### src/rtl/order_no_parser.sv
// Order-number receive parser: decodes ASCII base-36 characters, assembles
// DIGITS-character frames MSD first and presents them over valid/ready.
// Optional sequence checking is enabled by defining ORDER_NO_SEQ_CHECK_EN.
module order_no_parser #(
  parameter int unsigned DIGITS  = 5,
  parameter int unsigned DIGIT_W = 6
) (
  input  logic                        clk,
  input  logic                        rst_n,
  input  logic                        in_valid,
  output logic                        in_ready,
  input  logic [7:0]                  in_data,
  input  logic                        in_sof,
  output logic                        out_valid,
  input  logic                        out_ready,
  output logic [DIGITS*DIGIT_W-1:0]   out_digits,
  output logic                        out_char_err,
  output logic                        out_seq_err,
  output logic [7:0]                  drop_cnt
);

  localparam int unsigned FRAME_W = DIGITS * DIGIT_W;
  localparam int unsigned IDX_W   = 3;

  typedef enum logic [1:0] {
    S_HUNT,
    S_COLLECT,
    S_HOLD
  } state_e;

  state_e               state_q;
  logic [IDX_W-1:0]     idx_q;
  logic [FRAME_W-1:0]   shift_q;
  logic                 err_q;
  logic [7:0]           drop_q;
  logic                 in_ready_q;
  logic                 out_valid_q;
  logic [FRAME_W-1:0]   out_digits_q;
  logic                 out_char_err_q;

  logic [DIGIT_W-1:0]   dig;
  logic                 bad;
  logic                 acc;
  logic                 last;
  logic                 err_in;
  logic [FRAME_W-1:0]   frame_app;
  logic [IDX_W-1:0]     drop_inc;
  logic [8:0]           drop_sum;
  logic [7:0]           drop_sat;

  // ASCII to base-36 digit; anything outside '0'-'9' / 'A'-'Z' decodes as 0 and flags
  always_comb begin
    dig = '0;
    bad = 1'b1;
    if (in_data >= 8'd48 && in_data <= 8'd57) begin
      dig = DIGIT_W'(in_data - 8'd48);
      bad = 1'b0;
    end else if (in_data >= 8'd65 && in_data <= 8'd90) begin
      dig = DIGIT_W'(in_data - 8'd55);
      bad = 1'b0;
    end
  end

  // Accept/complete qualifiers, shift-in frame value and saturating drop counter
  always_comb begin
    acc       = in_valid && in_ready_q;
    frame_app = FRAME_W'({shift_q, dig});
    err_in    = (state_q == S_HUNT) ? bad : (err_q | bad);
    last      = acc && (((state_q == S_HUNT) && in_sof && (DIGITS == 1)) ||
                        ((state_q == S_COLLECT) && !in_sof &&
                         (idx_q == IDX_W'(DIGITS - 1))));
    drop_inc  = (state_q == S_HUNT) ? IDX_W'(1) : idx_q;
    drop_sum  = {1'b0, drop_q} + 9'(drop_inc);
    drop_sat  = drop_sum[8] ? 8'hFF : drop_sum[7:0];
  end

  // Frame FSM: hunt for sof, collect remaining characters, hold until consumed
  always_ff @(posedge clk or negedge rst_n) begin
    if (!rst_n) begin
      state_q     <= S_HUNT;
      idx_q       <= '0;
      shift_q     <= '0;
      err_q       <= 1'b0;
      drop_q      <= '0;
      in_ready_q  <= 1'b1;
      out_valid_q <= 1'b0;
    end else begin
      case (state_q)
        S_HUNT: begin
          if (acc) begin
            if (in_sof) begin
              shift_q <= FRAME_W'(dig);
              err_q   <= bad;
              if (last) begin
                state_q     <= S_HOLD;
                idx_q       <= '0;
                in_ready_q  <= 1'b0;
                out_valid_q <= 1'b1;
              end else begin
                state_q <= S_COLLECT;
                idx_q   <= IDX_W'(1);
              end
            end else begin
              drop_q <= drop_sat;
            end
          end
        end
        S_COLLECT: begin
          if (acc) begin
            if (in_sof) begin
              drop_q  <= drop_sat;
              shift_q <= FRAME_W'(dig);
              err_q   <= bad;
              idx_q   <= IDX_W'(1);
            end else begin
              shift_q <= frame_app;
              err_q   <= err_in;
              if (last) begin
                state_q     <= S_HOLD;
                idx_q       <= '0;
                in_ready_q  <= 1'b0;
                out_valid_q <= 1'b1;
              end else begin
                idx_q <= idx_q + IDX_W'(1);
              end
            end
          end
        end
        S_HOLD: begin
          if (out_ready) begin
            state_q     <= S_HUNT;
            in_ready_q  <= 1'b1;
            out_valid_q <= 1'b0;
          end
        end
        default: begin
          state_q     <= S_HUNT;
          idx_q       <= '0;
          in_ready_q  <= 1'b1;
          out_valid_q <= 1'b0;
        end
      endcase
    end
  end

  // Output frame registers, loaded once when the last character lands
  always_ff @(posedge clk or negedge rst_n) begin
    if (!rst_n) begin
      out_digits_q   <= '0;
      out_char_err_q <= 1'b0;
    end else if (last) begin
      out_digits_q   <= frame_app;
      out_char_err_q <= err_in;
    end
  end

`ifdef ORDER_NO_SEQ_CHECK_EN
  logic [FRAME_W-1:0] ref_q;
  logic               ref_valid_q;
  logic               seq_err_q;
  logic [FRAME_W-1:0] exp_frame;
  logic               carry;

  // Reference + 1 in base 36, rippling the carry from d[0] upward
  always_comb begin
    exp_frame = ref_q;
    carry     = 1'b1;
    for (int i = 0; i < int'(DIGITS); i++) begin
      if (carry) begin
        if (ref_q[i*DIGIT_W +: DIGIT_W] == DIGIT_W'(35)) begin
          exp_frame[i*DIGIT_W +: DIGIT_W] = '0;
        end else begin
          exp_frame[i*DIGIT_W +: DIGIT_W] = ref_q[i*DIGIT_W +: DIGIT_W] + DIGIT_W'(1);
          carry = 1'b0;
        end
      end
    end
  end

  // Sequence reference tracks every clean frame, mismatching or not
  always_ff @(posedge clk or negedge rst_n) begin
    if (!rst_n) begin
      ref_q       <= '0;
      ref_valid_q <= 1'b0;
      seq_err_q   <= 1'b0;
    end else if (last) begin
      seq_err_q <= ref_valid_q && !err_in && (frame_app != exp_frame);
      if (!err_in) begin
        ref_q       <= frame_app;
        ref_valid_q <= 1'b1;
      end
    end
  end

  assign out_seq_err = seq_err_q;
`else
  assign out_seq_err = 1'b0;
`endif

  assign in_ready     = in_ready_q;
  assign out_valid    = out_valid_q;
  assign out_digits   = out_digits_q;
  assign out_char_err = out_char_err_q;
  assign drop_cnt     = drop_q;

endmodule

### config.mk
export PLATFORM = sky130hd
export DESIGN_NAME = order_no_parser
export DESIGN_NICKNAME = d
export VERILOG_FILES = /design/src/rtl/order_no_parser.sv
export SDC_FILE = /design/constraint.sdc
export NUM_CORES = 1
export LEC_CHECK = 0
export CAP_MARGIN = 40
export CORE_MARGIN = 2
export CORE_UTILIZATION = 40
export DETAILED_ROUTE_END_ITERATION = 10
export PLACE_DENSITY = 0.65
export SLEW_MARGIN = 10
export SYNTH_ARGS = -nofsm -noshare
export SYNTH_HDL_FRONTEND = slang
export SYNTH_SLANG_ARGS = --single-unit
### constraint.sdc
create_clock -name clk -period 2.6 [get_ports clk]
set_input_delay 0.65 -clock clk [delete_from_list [all_inputs] [get_ports clk]]
set_output_delay 0.65 -clock clk [all_outputs]
set_load 0.005 [all_outputs]
==> impl_metrics.env <==
export IMPL_status="complete, no violations"
export IMPL_post_route_cell_area_sq_um=4230
export IMPL_htree_num_levels=3
export IMPL_area_delta_synth_final_pct=27.0
export IMPL_route_antenna_remaining_nets=0
export IMPL_critical_path_cell_chain="clkdlybuf4s50_1 -> inv_1 -> ha_1 -> nor2_1 -> o21a_1 -> nor2_2 -> a21o_1 -> mux2_2"
export IMPL_setup_viol=0
export IMPL_antenna_diode_count=0
export IMPL_max_vdd_ir_drop_mv=0.319
export IMPL_crit_slowest_cell="sky130_fd_sc_hd__clkdlybuf4s50_1"
export IMPL_postSynthAreaPerCell_sq_um=8.98
export IMPL_netlist_instances=371
export IMPL_timing_hold_worst_class="in -> async"
export IMPL_main_combinational_cell_family_by_area_after_synthesis="simple AND/OR/NAND/NOR gates"
export IMPL_row_count=33
export IMPL_share_of_the_synthesized_area_in_compound_gates_ao_oa_aoi_oai_pct=9.13
export IMPL_num_vias=2644
export IMPL_tritoncts="yes"
export IMPL_global_route_wire_length_before_repair_um=12000
export IMPL_adder_cell_area_share_of_the_yosys_netlist_pct=5.11
export IMPL_cts_resized=0
export IMPL_post_route_period_util_pct=87.3
export IMPL_cell_family_with_the_largest_share_of_critical_path_delay="buffers and inverters"
export IMPL_die_h_um=95.3
export IMPL_postCtsSetupBuffers=0
export IMPL_worst_ep_arrival_time_ns=2.49
export IMPL_post_route_cells_drive_above_1_share_pct=10.3
export IMPL_drt_initial_drc_count=121
export IMPL_dpl_cell_area_sq_um=4060
export IMPL_finalWorstPathRequiredPeriod_ns=2.27
export IMPL_global_route_usage_total_pct=16.9
export IMPL_start_kind="input pin"
export IMPL_yosys_warnings=0
export IMPL_max_stage_delay_ns=0.61
export IMPL_clkLatencyLatePin_ns=0.34
export IMPL_floorplan_io_pins=55
export IMPL_drt_wl_total_um=6910
export IMPL_detail_route_wl_per_cell_um=12.7
export IMPL_final_common_cell="sky130_fd_sc_hd__nand2_1"
export IMPL_nets=459
export IMPL_yosys_top_cells_area="sky130_fd_sc_hd__dfrtp_1, sky130_fd_sc_hd__nand2_1, sky130_fd_sc_hd__ha_1"
export IMPL_power_density_nw_per_um2=786
export IMPL_post_synth_num_cell_types=44
export IMPL_clkTransAtPathRegs_ns=0.07
export IMPL_netlist_area_leader_share_pct=52.6
export IMPL_report_final_slew_viol_count=0
export IMPL_yosys_area_share_xor_xnor_pct=1.31
export IMPL_async_reset_ff_share_pct=100
export IMPL_netlist_area_sq_um=3330
export IMPL_grt_overflow_total=0
export IMPL_dr_pass1_iters=4
export IMPL_hold_buffers=0
export IMPL_timing_fmax_ghz=0.441
export IMPL_tritoncts_num_buffers=9
export IMPL_hold_viol=0
export IMPL_core_area_sq_um=8130
export IMPL_dp_wirelength_um=4980
export IMPL_postSynthNetCount=397
export IMPL_mostFrequentLayoutCells="sky130_fd_sc_hd__nand2_1, sky130_fd_sc_hd__dfrtp_1, sky130_fd_sc_hd__clkdlybuf4s50_1, sky130_fd_sc_hd__nand3_1, sky130_fd_sc_hd__nor2_1"
export IMPL_finalSetupTns_ns=0
export IMPL_postSynthRegisterBits=71
export IMPL_crit_type="in -> reg"
export IMPL_antenna_violations_before_repair=0
export IMPL_fp_dieArea_sq_um=9080
export IMPL_register_area_share_after_synthesis_pct=53.4
export IMPL_detail_route_drc_violations=0
export IMPL_synth_mux_area_share_pct=1.65
export IMPL_power_leakage_uw=0.00211
export IMPL_critical_path_buf_inv_count=2
export IMPL_finalClockSkew_ns=0.00765
export IMPL_yosysTopAreaCell="sky130_fd_sc_hd__dfrtp_1"
export IMPL_postSynth_topFlopCell="sky130_fd_sc_hd__dfrtp_1"
export IMPL_grt_max_degree=42
export IMPL_cts_sinks=71
export IMPL_crit_required_ns=2.82
export IMPL_vias_per_cell=4.87
export IMPL_synth_edff_count=0
export IMPL_max_clock_path_buffers=2
export IMPL_critical_path_max_fanout=7
export IMPL_die_span_x_um=95.3
export IMPL_grt_pass1_vias=2572
export IMPL_io_buffer_count=53
export IMPL_gpl_final_weighted_congestion=0.865
export IMPL_floorplan_initialDensity_pct=41.0
export IMPL_synth_simple_area_share_pct=25.6
export IMPL_worst_setup_path_end_kind="flip-flop"
export IMPL_maxCapViolCount=0
export IMPL_cts_root_buffer_cell="sky130_fd_sc_hd__clkbuf_8"
export IMPL_grt_setup_unrepaired="no"
## cell families after synthesis
| group | count (synthesis) |
|---|---|
| and+or+nand+nor | 200 |
| DFF | 71 |
| AOI/OAI and AO/OA | 47 |
| buffers and inverters | 29 |
| adders and majority gates | 13 |
| xor gates and xnor gates | 5 |
| muxes | 5 |
| other | 1 |
## where the power goes
group | switching, uW | leakage, uW | internal (uW)
combinational | 523 | 0.00107 | 548
clock | 417 | 0.0000894 | 347
sequential | 172 | 0.000948 | 1320
total | 1110 | 0.00211 | 2220
## metrics by stage
| step | hold slack (ns) | util (%) | setup slack [ns] | cells | power, uW |
|---|---|---|---|---|---|
| 2_1_floorplan | 0.354 | - | 0.401 | 371 | 2090 |
| 3_3_place_gp | 0.449 | 49.7 | 0.0900 | 526 | 2540 |
| 3_5_place_dp | 0.456 | 49.9 | 0.0142 | 527 | 2590 |
| 4_1_cts | 0.121 | 52.0 | 0.371 | 543 | 3370 |
| 5_1_grt | 0.116 | 52.0 | 0.142 | 543 | 3590 |
| 6_report | 0.129 | 52.0 | 0.331 | 543 | 3330 |
## state kept, by name, summed over array words and instances, names as in the netlist
signal / flops
state_q: 2
out_char_err: 1
out_digits: 30
drop_cnt: 8
shift_q: 24
in_ready: 1
out_valid: 1
err_q: 1
idx_q: 3
## cells in the mapped netlist (2+ instances only)
cell	number
sky130_fd_sc_hd__o31ai_1	7
sky130_fd_sc_hd__xor2_1	2
sky130_fd_sc_hd__mux2_2	4
sky130_fd_sc_hd__o21a_1	2
sky130_fd_sc_hd__nand2b_1	2
sky130_fd_sc_hd__nand4_1	2
sky130_fd_sc_hd__nor3b_1	2
sky130_fd_sc_hd__ha_1	12
sky130_fd_sc_hd__nand3b_1	2
sky130_fd_sc_hd__buf_2	5
sky130_fd_sc_hd__dfrtp_1	70
sky130_fd_sc_hd__nor2_1	18
sky130_fd_sc_hd__nand2_1	137
sky130_fd_sc_hd__nand3_1	20
sky130_fd_sc_hd__xnor2_1	3
sky130_fd_sc_hd__nor3_1	2
sky130_fd_sc_hd__a21oi_1	10
sky130_fd_sc_hd__nor2_2	2
sky130_fd_sc_hd__o21ai_0	11
sky130_fd_sc_hd__clkbuf_1	13
sky130_fd_sc_hd__inv_1	9
sky130_fd_sc_hd__nor2b_1	4
sky130_fd_sc_hd__buf_4	2
sky130_fd_sc_hd__a31oi_1	5
sky130_fd_sc_hd__o211ai_1	2
sky130_fd_sc_hd__a21o_1	3
sky130_fd_sc_hd__and3_1	3
## path summary, 6_finish.rpt
path                                          from                    endpoint  slack [ns]  cells past startpoint
min                                          rst_n  out_digits[23]$_DFFE_PN0P_        0.13                      1
max                                     in_data[0]   out_digits[5]$_DFFE_PN0P_        0.33                      8
min in group clk           shift_q[22]$_DFFE_PN0P_  out_digits[28]$_DFFE_PN0P_        0.47                      2
max in group asynchronous                    rst_n        in_ready$_DFFE_PN1P_        1.88                      2
max reg2reg                   idx_q[0]$_DFFE_PN0P_     drop_cnt[5]$_DFFE_PN0P_        0.39                      9
min reg2reg                shift_q[22]$_DFFE_PN0P_  out_digits[28]$_DFFE_PN0P_        0.47                      2
## per-layer routing
metal	wire length, um	GRT usage [%]
met1	3380	22.9
met2	3230	27.1
met3	192	3.56
met4	105	5.56
met5	0	0
## cell type report
class / instances / area [sq um]
fillers: 758 / 3900
flip-flops and latches: 71 / 1780
multi-input cells: 271 / 1440
repair buffers: 71 / 681
well taps: 105 / 131
clock buffers: 9 / 124
clock inverters: 7 / 48.8
inverters: 9 / 33.8
Note: power is estimated with default switching activity, not from simulation.
